## src/rtl/kv_cache_pkg.sv

```systemverilog
// Purpose: shared L1 cache types and one-hot helpers for replacement and way-select logic.
// Latency: n/a (types and pure functions only).
// Backpressure: n/a.
// Contents: policy enum, init-FSM state enum, onehot_to_idx, lowest_set_onehot, repl_row_w.
package kv_cache_pkg;

    typedef enum int {
        KV_REPL_LRU  = 0,
        KV_REPL_PLRU = 1
    } kv_repl_policy_e;

    typedef enum logic [0:0] {
        KV_INIT = 1'b0,
        KV_RUN  = 1'b1
    } kv_init_state_e;

    // Helpers work on the widest supported associativity; callers size-cast.
    localparam int KV_MAX_WAYS  = 16;
    localparam int KV_MAX_IDX_W = 4;

    function automatic logic [KV_MAX_IDX_W-1:0] onehot_to_idx(input logic [KV_MAX_WAYS-1:0] oh);
        logic [KV_MAX_IDX_W-1:0] idx;
        idx = '0;
        for (int i = 0; i < KV_MAX_WAYS; i++) begin
            if (oh[i]) idx = idx | KV_MAX_IDX_W'(i);
        end
        return idx;
    endfunction

    function automatic logic [KV_MAX_WAYS-1:0] lowest_set_onehot(input logic [KV_MAX_WAYS-1:0] v);
        return v & (~v + KV_MAX_WAYS'(1));
    endfunction

    // Bits of recency state per set: full age matrix or PLRU tree.
    function automatic int repl_row_w(input int ways, input int policy);
        return (policy == int'(KV_REPL_PLRU)) ? ways - 1 : ways * ways;
    endfunction

endpackage

```

## src/rtl/kv_repl_pick.sv

```systemverilog
// Purpose: combinational victim pick from one set's recency row, valid mask and lock mask.
// Latency: 0 cycles (pure combinational).
// Backpressure: none; evaluated every cycle, the caller decides when to register the result.
// Ports: i_row (recency state), i_valid_way, i_lock_way in; o_victim_way (one-hot), o_victim_none out.
module kv_repl_pick
    import kv_cache_pkg::*;
#(
    parameter int WAY_NUM = 4,
    parameter int POLICY  = 0,
    localparam int ROW_W  = repl_row_w(WAY_NUM, POLICY)
) (
    input  logic [ROW_W-1:0]   i_row,
    input  logic [WAY_NUM-1:0] i_valid_way,
    input  logic [WAY_NUM-1:0] i_lock_way,
    output logic [WAY_NUM-1:0] o_victim_way,
    output logic               o_victim_none
);

    localparam int WIDX = $clog2(WAY_NUM);

    logic [WAY_NUM-1:0] cand;
    logic [WAY_NUM-1:0] free;
    logic [WAY_NUM-1:0] pol_pick;

    assign cand = ~i_lock_way;
    assign free = cand & ~i_valid_way;

    generate
        if (POLICY == int'(KV_REPL_PLRU)) begin : g_plru
            logic [WAY_NUM-1:0] tree_oh;
            int                 node;
            int                 way;
            logic               dir;

            always_comb begin
                node    = 0;
                way     = 0;
                dir     = 1'b0;
                tree_oh = '0;
                // Walk root to leaf following the bits; the path spells the way index MSB first.
                for (int l = 0; l < WIDX; l++) begin
                    dir = 1'b0;
                    for (int n = 0; n < WAY_NUM - 1; n++) begin
                        if (n == node) dir = i_row[n];
                    end
                    way  = way * 2 + int'(dir);
                    node = node * 2 + 1 + int'(dir);
                end
                for (int w = 0; w < WAY_NUM; w++) begin
                    tree_oh[w] = (w == way);
                end
                // A locked tree victim falls back to the lowest unlocked way.
                pol_pick = (|(tree_oh & cand)) ? tree_oh
                                               : WAY_NUM'(lowest_set_onehot(KV_MAX_WAYS'(cand)));
            end
        end else begin : g_lru
            logic [WAY_NUM-1:0] oldest;

            always_comb begin
                // A candidate is oldest when it is newer than no other candidate.
                for (int w = 0; w < WAY_NUM; w++) begin
                    oldest[w] = cand[w];
                    for (int j = 0; j < WAY_NUM; j++) begin
                        if (j != w && cand[j] && i_row[w*WAY_NUM+j]) oldest[w] = 1'b0;
                    end
                end
                pol_pick = WAY_NUM'(lowest_set_onehot(KV_MAX_WAYS'(oldest)));
            end
        end
    endgenerate

    always_comb begin
        o_victim_way  = '0;
        o_victim_none = 1'b0;
        if (|free) begin
            o_victim_way = WAY_NUM'(lowest_set_onehot(KV_MAX_WAYS'(free)));
        end else if (cand == '0) begin
            o_victim_none = 1'b1;
        end else begin
            o_victim_way = pol_pick;
        end
    end

endmodule

```

## src/rtl/kv_repl_ctrl.sv

```systemverilog
// Purpose: per-set replacement state (LRU matrix or PLRU tree) with init/flush sweep and victim query.
// Latency: victim result 1 cycle after request; touch visible from the next cycle; init/flush SET_NUM cycles.
// Backpressure: o_ready=0 during the sweep, requests then dropped; in RUN a request is accepted every cycle.
// Ports: i_clk, i_rstn (sync, active-low), i_flush, o_ready; touch i_touch_valid/index/way;
//        victim i_victim_req/index, i_valid_way, i_lock_way -> o_victim_valid, o_victim_way, o_victim_none.
module kv_repl_ctrl
    import kv_cache_pkg::*;
#(
    parameter int WAY_NUM       = 4,
    parameter int SET_NUM       = 16,
    parameter int POLICY        = 0,
    localparam int INDEX_WIDTH  = $clog2(SET_NUM)
) (
    input  logic                   i_clk,
    input  logic                   i_rstn,
    input  logic                   i_flush,
    output logic                   o_ready,
    input  logic                   i_touch_valid,
    input  logic [INDEX_WIDTH-1:0] i_touch_index,
    input  logic [WAY_NUM-1:0]     i_touch_way,
    input  logic                   i_victim_req,
    input  logic [INDEX_WIDTH-1:0] i_victim_index,
    input  logic [WAY_NUM-1:0]     i_valid_way,
    input  logic [WAY_NUM-1:0]     i_lock_way,
    output logic                   o_victim_valid,
    output logic [WAY_NUM-1:0]     o_victim_way,
    output logic                   o_victim_none
);

    localparam int         ROW_W   = repl_row_w(WAY_NUM, POLICY);
    localparam int         WIDX    = $clog2(WAY_NUM);
    localparam logic [0:0] ST_INIT = KV_INIT;
    localparam logic [0:0] ST_RUN  = KV_RUN;

    logic [0:0]             state_q, state_d;
    logic [INDEX_WIDTH-1:0] cnt_q, cnt_d;
    logic                   vict_vld_q, vict_vld_d;
    logic [WAY_NUM-1:0]     vict_way_q, vict_way_d;
    logic                   vict_none_q, vict_none_d;

    logic [ROW_W-1:0]       mem_q [SET_NUM];
    logic                   mem_we;
    logic [INDEX_WIDTH-1:0] mem_wa;
    logic [ROW_W-1:0]       mem_wd;

    logic [ROW_W-1:0]       init_row;
    logic [ROW_W-1:0]       touch_row_cur;
    logic [ROW_W-1:0]       touch_row;
    logic [WIDX-1:0]        touch_idx;
    logic [WAY_NUM-1:0]     pick_way;
    logic                   pick_none;

    assign touch_idx     = WIDX'(onehot_to_idx(KV_MAX_WAYS'(i_touch_way)));
    assign touch_row_cur = mem_q[i_touch_index];

    generate
        if (POLICY == int'(KV_REPL_PLRU)) begin : g_plru
            int   node;
            logic dir;

            always_comb begin
                init_row  = '0;
                touch_row = touch_row_cur;
                node      = 0;
                dir       = 1'b0;
                // Every node on the touched way's path is turned to point away from it.
                for (int l = 0; l < WIDX; l++) begin
                    dir = touch_idx[WIDX-1-l];
                    for (int n = 0; n < WAY_NUM - 1; n++) begin
                        if (n == node) touch_row[n] = ~dir;
                    end
                    node = node * 2 + 1 + int'(dir);
                end
            end
        end else begin : g_lru
            always_comb begin
                init_row  = '0;
                touch_row = touch_row_cur;
                // Column clear wins over row set, which keeps the diagonal at zero.
                for (int i = 0; i < WAY_NUM; i++) begin
                    for (int j = 0; j < WAY_NUM; j++) begin
                        init_row[i*WAY_NUM+j] = (i > j);
                        if (j == int'(touch_idx)) begin
                            touch_row[i*WAY_NUM+j] = 1'b0;
                        end else if (i == int'(touch_idx)) begin
                            touch_row[i*WAY_NUM+j] = 1'b1;
                        end
                    end
                end
            end
        end
    endgenerate

    // Reads the pre-write row, so a same-cycle touch never affects this victim.
    kv_repl_pick #(
        .WAY_NUM (WAY_NUM),
        .POLICY  (POLICY)
    ) u_pick (
        .i_row         (mem_q[i_victim_index]),
        .i_valid_way   (i_valid_way),
        .i_lock_way    (i_lock_way),
        .o_victim_way  (pick_way),
        .o_victim_none (pick_none)
    );

    always_comb begin
        state_d = state_q;
        cnt_d   = cnt_q;
        mem_we  = 1'b0;
        mem_wa  = i_touch_index;
        mem_wd  = touch_row;
        if (state_q == ST_INIT) begin
            mem_we = 1'b1;
            mem_wa = cnt_q;
            mem_wd = init_row;
            cnt_d  = cnt_q + INDEX_WIDTH'(1);
            if (cnt_q == INDEX_WIDTH'(SET_NUM - 1)) state_d = ST_RUN;
        end else if (i_touch_valid && $onehot(i_touch_way)) begin
            mem_we = 1'b1;
        end
        if (i_flush) begin
            state_d = ST_INIT;
            cnt_d   = '0;
            mem_we  = 1'b0;
        end
    end

    always_comb begin
        vict_vld_d  = (state_q == ST_RUN) && i_victim_req;
        vict_way_d  = vict_vld_d ? pick_way : '0;
        vict_none_d = vict_vld_d && pick_none;
    end

    always_ff @(posedge i_clk) begin
        if (!i_rstn) begin
            state_q     <= ST_INIT;
            cnt_q       <= '0;
            vict_vld_q  <= 1'b0;
            vict_way_q  <= '0;
            vict_none_q <= 1'b0;
        end else begin
            state_q     <= state_d;
            cnt_q       <= cnt_d;
            vict_vld_q  <= vict_vld_d;
            vict_way_q  <= vict_way_d;
            vict_none_q <= vict_none_d;
        end
    end

    // Contents need no reset: the sweep rewrites every set before requests are accepted.
    always_ff @(posedge i_clk) begin
        if (mem_we) mem_q[mem_wa] <= mem_wd;
    end

    assign o_ready        = (state_q == ST_RUN);
    assign o_victim_valid = vict_vld_q;
    assign o_victim_way   = vict_way_q;
    assign o_victim_none  = vict_none_q;

endmodule

```

## config.mk

```make
export PLATFORM = sky130hd
export DESIGN_NAME = kv_repl_ctrl
export DESIGN_NICKNAME = d
export VERILOG_FILES = /design/src/rtl/kv_cache_pkg.sv /design/src/rtl/kv_repl_pick.sv /design/src/rtl/kv_repl_ctrl.sv
export SDC_FILE = /design/constraint.sdc
export NUM_CORES = 1
export LEC_CHECK = 0
export ABC_AREA = 1
export CORE_MARGIN = 2
export CORE_UTILIZATION = 57
export DETAILED_ROUTE_END_ITERATION = 8
export GPL_ROUTABILITY_DRIVEN = 1
export PLACE_DENSITY_LB_ADDON = 0.2
export SYNTH_ARGS = -nofsm -noshare
export SYNTH_HDL_FRONTEND = slang
export SYNTH_HIERARCHICAL = 1
export SYNTH_SLANG_ARGS = --single-unit
```

## constraint.sdc

```tcl
create_clock -name i_clk -period 3.6 [get_ports i_clk]
set_input_delay 0.72 -clock i_clk [delete_from_list [all_inputs] [get_ports i_clk]]
set_output_delay 0.72 -clock i_clk [all_outputs]
set_load 0.01 [all_outputs]
```

==> impl_results.md, run 1 <==
- Status: complete, no violations
- Commonest non-fill, non-tap cell in the layout: nand2_1
- Avg WL per Cell: 22.1 um
- Final hold slack: 0.497 ns
- Starting Density: 58.5%
- Ant. Diodes: 0
- Fin. Hold Viols: 0
- Post-cts gate resize count: 0
- Max-cap viol count: 0
- Syn_nets: 1200
- Synth Area per Inst: 9.00 sq um
- Area after DPL: between 10000 and 15000 sq um
- Worst-path maximum fanout: 9
- Final Wtd Congestion: 0.925
- Global-route wire length before repair: 48100 um
- Worst Tran Pin Value: between 0.8 and 0.9 ns
- Period utilization: 85.7%
- Setup slack, reg-to-reg: 1.22 ns
- IO buf count: 31
- Cells after Synth: about 1.2k
- Post-DP HPWL: 21300 um
- Dpl ws: 0.0443 ns
- Largest net degree at the start of global routing: 135
- Drt drc: 0
- Clock Sinks: 203
- Cell Rows: 49
- Total CTS buffers: 22
- Nets: 1225
- Worst-Skew Late Latency: 0.53 ns
- Worst vdd ir: 0.000371 V
- CP Launch Type: primary input
- Slew margin rel.: 41.1%
- Pint: 0.00393 W
- GR Util All Layers: 32.2%
- Setup ws final: 0.514 ns
- Fin area: about 12000 sq um
- Power share of the combinational group: a little under 10%
- Switching Fraction: 24.4%
- Via count: 9015
- Antenna violations before repair: 0
- Final setup vio count: 0
- Critical Path RT: 3.83 ns
- Seq pwr share: 49.3%
- Total Routed Length: 31800 um
- Total power: 0.00520 W
- Most frequent cells in the layout: nand2_1, edfxtp_1, nand3_1
- Hold crit path type: reg -> reg
- Layout cell share with drive strength beyond 1: 9.83%
- Clk buf depth: 3
- Kind of critical path: in -> reg
- Worst Setup End Kind: flop
- Clk slew on worst S/H paths: approximately 0.07 ns
- Setup TNS: 0 ns
- Number of global-route vias before repair: 8327
- Multi-input logic area: roughly 3600 sq um
- CP arrival: between 3 and 4 ns
- Die extent in x: 140 um
- Fin crit period: 3.09 ns
- Vias per cell: about 6.3
- RSZ-0062 raised after global routing: no
- Final Skew: 0.0122 ns
- Number of max-slew violations in the final report: 0
- GR Overflow Total: 0
- Post CTS Setup Buffer Count: 0
- # H-tree levels: 1
- Area added between synthesis and finish: 13.5%
- Syn Std Cell Area: 10500 sq um
- Cts hold-fix bufs: 0
- ANT nets after route: 0
- Ports: 32
- Pwr Density: 434 nW/um^2
- Die Y: 140 um
- Seq. cell area: around 6000 sq um
- TritonCTS clock tree: built
- Fmax: 324 MHz
- Synthesis Warnings: 6
- Clock Root Buffer: clkbuf_16
- Detailed Routing Iterations Pass 1: 6
- NetSw: 0.00127 W
- Fillers: 1470
- 1st-iter DRT viols: 1483
- Die area: about 20000 sq um
- Core area: ~18000 sq um
- Static Leak: 4.67 nW
- Clock Power Share: approximately two fifths
through the flow:
stage          util (%)  cells
2_1_floorplan         -   1171
3_3_place_gp       62.6   1401
3_5_place_dp       62.6   1401
4_1_cts            66.4   1439
5_1_grt            66.4   1439
6_report           66.4   1439
state kept, by name (all words and copies together), names as in the netlist:
name,count
cnt_q,4
mem_q,192
o_ready,1
o_victim_none,1
o_victim_valid,1
o_victim_way,4
routing by layer:
layer  track usage, %  vias to the layer above  share of wire, %  wire length (um)
met5                0                        -                 0                 0
met4             13.6                        0               4.7              1480
met3             6.80                      113                13              4280
met2             50.2                      702                46             14500
met1             44.2                     4134                36             11600
li1                 -                     4066                 -                 -
area by class of cell:
cell class,instances,area share (%)
Inverter,111,3.48
Clock inverter,11,0.910
Clock buffer,27,4.76
Multi-Input combinational cell,756,30.3
Timing Repair Buffer,102,8.07
Sequential cell,203,50.0
Tap cell,229,2.40
worst max-delay path, stage by stage:
cell	delay (ns)
clkdlybuf4s50_1	0.48
inv_1	0.08
fa_1	0.51
inv_1	0.04
ha_1	0.17
ha_1	0.28
nor2_1	0.10
nand3_1	0.07
a21oi_1	0.12
buf_4	0.17
nand3_1	0.13
nor2_1	0.21
buf_4	0.22
final timing paths:
| path | from | to | depth (start not counted) |
|---|---|---|---|
| max | i_touch_way[1] | mem_q[15][12]$_DFFE_PP_ | 13 |
| min | cnt_q[1]$_SDFFE_PP0N_ | cnt_q[1]$_SDFFE_PP0N_ | 2 |
| max reg2reg | o_ready$_SDFF_PP0_ | mem_q[15][12]$_DFFE_PP_ | 6 |
| min reg2reg | cnt_q[1]$_SDFFE_PP0N_ | cnt_q[1]$_SDFFE_PP0N_ | 2 |
power by group through the flow:
| stage | Clock [W] | Sequential (W) | Combinational (W) |
|---|---|---|---|
| global placement | 0 | 0.00261 | 0.000487 |
| detailed placement | 0 | 0.00261 | 0.000493 |
| global route | 0.00223 | 0.00256 | 0.000554 |
| finish | 0.00212 | 0.00256 | 0.000512 |
| floorplan | 0 | 0.00261 | 0.000337 |
| CTS | 0.00213 | 0.00256 | 0.000496 |
No activity file was read; power rests on OpenSTA's default activity.
==> run 2: changes to the inputs <==
- GPL_ROUTABILITY_DRIVEN: 1 -> 0
==> run 2 against run 1 <==
  * Final area stayed put
  * Count of clock-buffer cells in the layout is 2 higher
  * Die area stayed put
  * Critical endpoint is now mem_q[15][6]$_DFFE_PP_
==> impl_results.md, run 2 (synthesis results as in run 1) <==
- Status: complete, no violations
- Worst Tran Pin Value: 0.897 ns
- Via count: 8992
- Die Y: 140 um
- Ports: 32
- Critical Path RT: roughly 3.8 ns
- Clk buf depth: 3
- Commonest non-fill, non-tap cell in the layout: nand2_1
- 1st-iter DRT viols: 1529
- Period utilization: 86.7%
- Power share of the combinational group: 9.9%
- Detailed Routing Iterations Pass 1: 6
- Number of global-route vias before repair: 8212
- Pwr Density: 436 nW/um^2
- GR Util All Layers: between 30% and 40%
- Clock Power Share: 40.9%
- Cell Rows: 49
- CP arrival: around 3.3 ns
- Post-DP HPWL: 21500 um
- Vias per cell: 6.24
- CP Launch Type: primary input
- Starting Density: 58.5%
- Setup slack, reg-to-reg: 1.26 ns
- Area added between synthesis and finish: 13.5%
- Final Skew: 0.0150 ns
- Global-route wire length before repair: 48700 um
- Total CTS buffers: 22
- NetSw: ~0.0012 W
- Core area: 18000 sq um
- Post-cts gate resize count: 0
- Worst-Skew Late Latency: a little over 0.5 ns
- RSZ-0062 raised after global routing: no
- Placed instance count: ~1.4k
- Nets: roughly 1.2k
- Die area: 19600 sq um
- Worst vdd ir: 0.000502 V
- Drt drc: 0
- Fin crit period: 3.12 ns
- Clk slew on worst S/H paths: 0.06 ns
- Worst-path maximum fanout: 6
- Fin. Hold Viols: 0
- Die extent in x: 140 um
- R2R depth: 5
- Setup TNS: 0 ns
- IO buf count: 31
- Total Routed Length: 32300 um
- Hold EP: cnt_q[1]$_SDFFE_PP0N_
- Switching Fraction: between 20% and 30%
- Reg2reg start: o_ready$_SDFF_PP0_
- Number of max-slew violations in the final report: 0
- Clock Root Buffer: clkbuf_16
- Largest net degree at the start of global routing: 135
- Pint: around 0.004 W
- Cts hold-fix bufs: 0
- Layout cell share with drive strength beyond 1: 10.2%
- Hold path depth: 2
- Static Leak: 4.67 nW
- Slew margin rel.: between 40% and 50%
- TritonCTS clock tree: built
- # H-tree levels: 1
- Fin cells: 1442
- Post CTS Setup Buffer Count: 0
- GR Overflow Total: 0
- Fmax: about 320 MHz
- ANT nets after route: 0
- Kind of critical path: in -> reg
- Most frequent cells in the layout: nand2_1, edfxtp_1, nand3_1
- Hold crit path type: reg -> reg
- Crit path from: i_touch_way[1]
- Clock Sinks: around 200
- Max FFs per register: between 150 and 200
- Final hold slack: 0.506 ns
- Antenna violations before repair: 0
- Crit Reg-Reg Endpoint: mem_q[15][6]$_DFFE_PP_
- Hold_sp: cnt_q[1]$_SDFFE_PP0N_
- Final setup vio count: 0
- Register name with the most flops: mem_q
- Seq pwr share: 49.1%
- Worst Setup End Kind: flop
- Avg WL per Cell: ~22 um
- Ant. Diodes: 0
- Max-cap viol count: 0
run 2: critical path, cell delays in order:
cell and delay [ns]:
clkdlybuf4s50_1 0.48, inv_1 0.07, fa_1 0.51, inv_1 0.05, ha_1 0.17, ha_1 0.28
nor2_1 0.10, nand3_1 0.07, a21oi_1 0.12, buf_4 0.16, nand3_1 0.16, nor2_1 0.24
buf_4 0.20
run 2: power by group through the flow:
stage               clock (W)  sequential (W)  combinational, W
global route          0.00226         0.00256          0.000556
CTS                   0.00216         0.00256          0.000498
floorplan                   0         0.00261          0.000337
global placement            0         0.00261          0.000489
finish                0.00214         0.00256          0.000518
detailed placement          0         0.00261          0.000495
run 2: worst max-delay path by stage:
stage / end
after floorplan: mem_q[12][11]$_DFFE_PP_
after global routing: mem_q[15][6]$_DFFE_PP_
after CTS: mem_q[15][3]$_DFFE_PP_
final: mem_q[15][6]$_DFFE_PP_
after detailed placement: mem_q[15][3]$_DFFE_PP_
after global placement: mem_q[14][3]$_DFFE_PP_
run 2: metrics by stage:
stage	worst slack [ns]	util (%)	power, W	area (sq um)
5_1_grt	0.364	66.4	0.00537	12000
6_report	0.480	66.4	0.00522	12000
2_1_floorplan	0.363	-	0.00295	10500
3_3_place_gp	0.0558	62.6	0.00310	11300
3_5_place_dp	-0.0197	62.6	0.00311	11300
4_1_cts	0.506	66.4	0.00522	12000
run 2: cell type report:
| type | instances | area (sq um) |
|---|---|---|
| tap | 229 | 287 |
| sequential | 203 | 5990 |
| inverter | 111 | 417 |
| multi-input combinational | 756 | 3630 |
| fill | 1410 | 6060 |
| timing repair buffer | 105 | 963 |
| clock buffer | 29 | 598 |
| clock inverter | 9 | 82.6 |
run 2: routing by layer:
metal / GRT usage (%) / up-vias / wire length [um]
li1: - / 4080 / -
met1: 44.3 / 4157 / 12000
met4: 15.3 / 0 / 1570
met2: 50.7 / 658 / 14500
met3: 7.45 / 97 / 4140
met5: 0 / - / 0
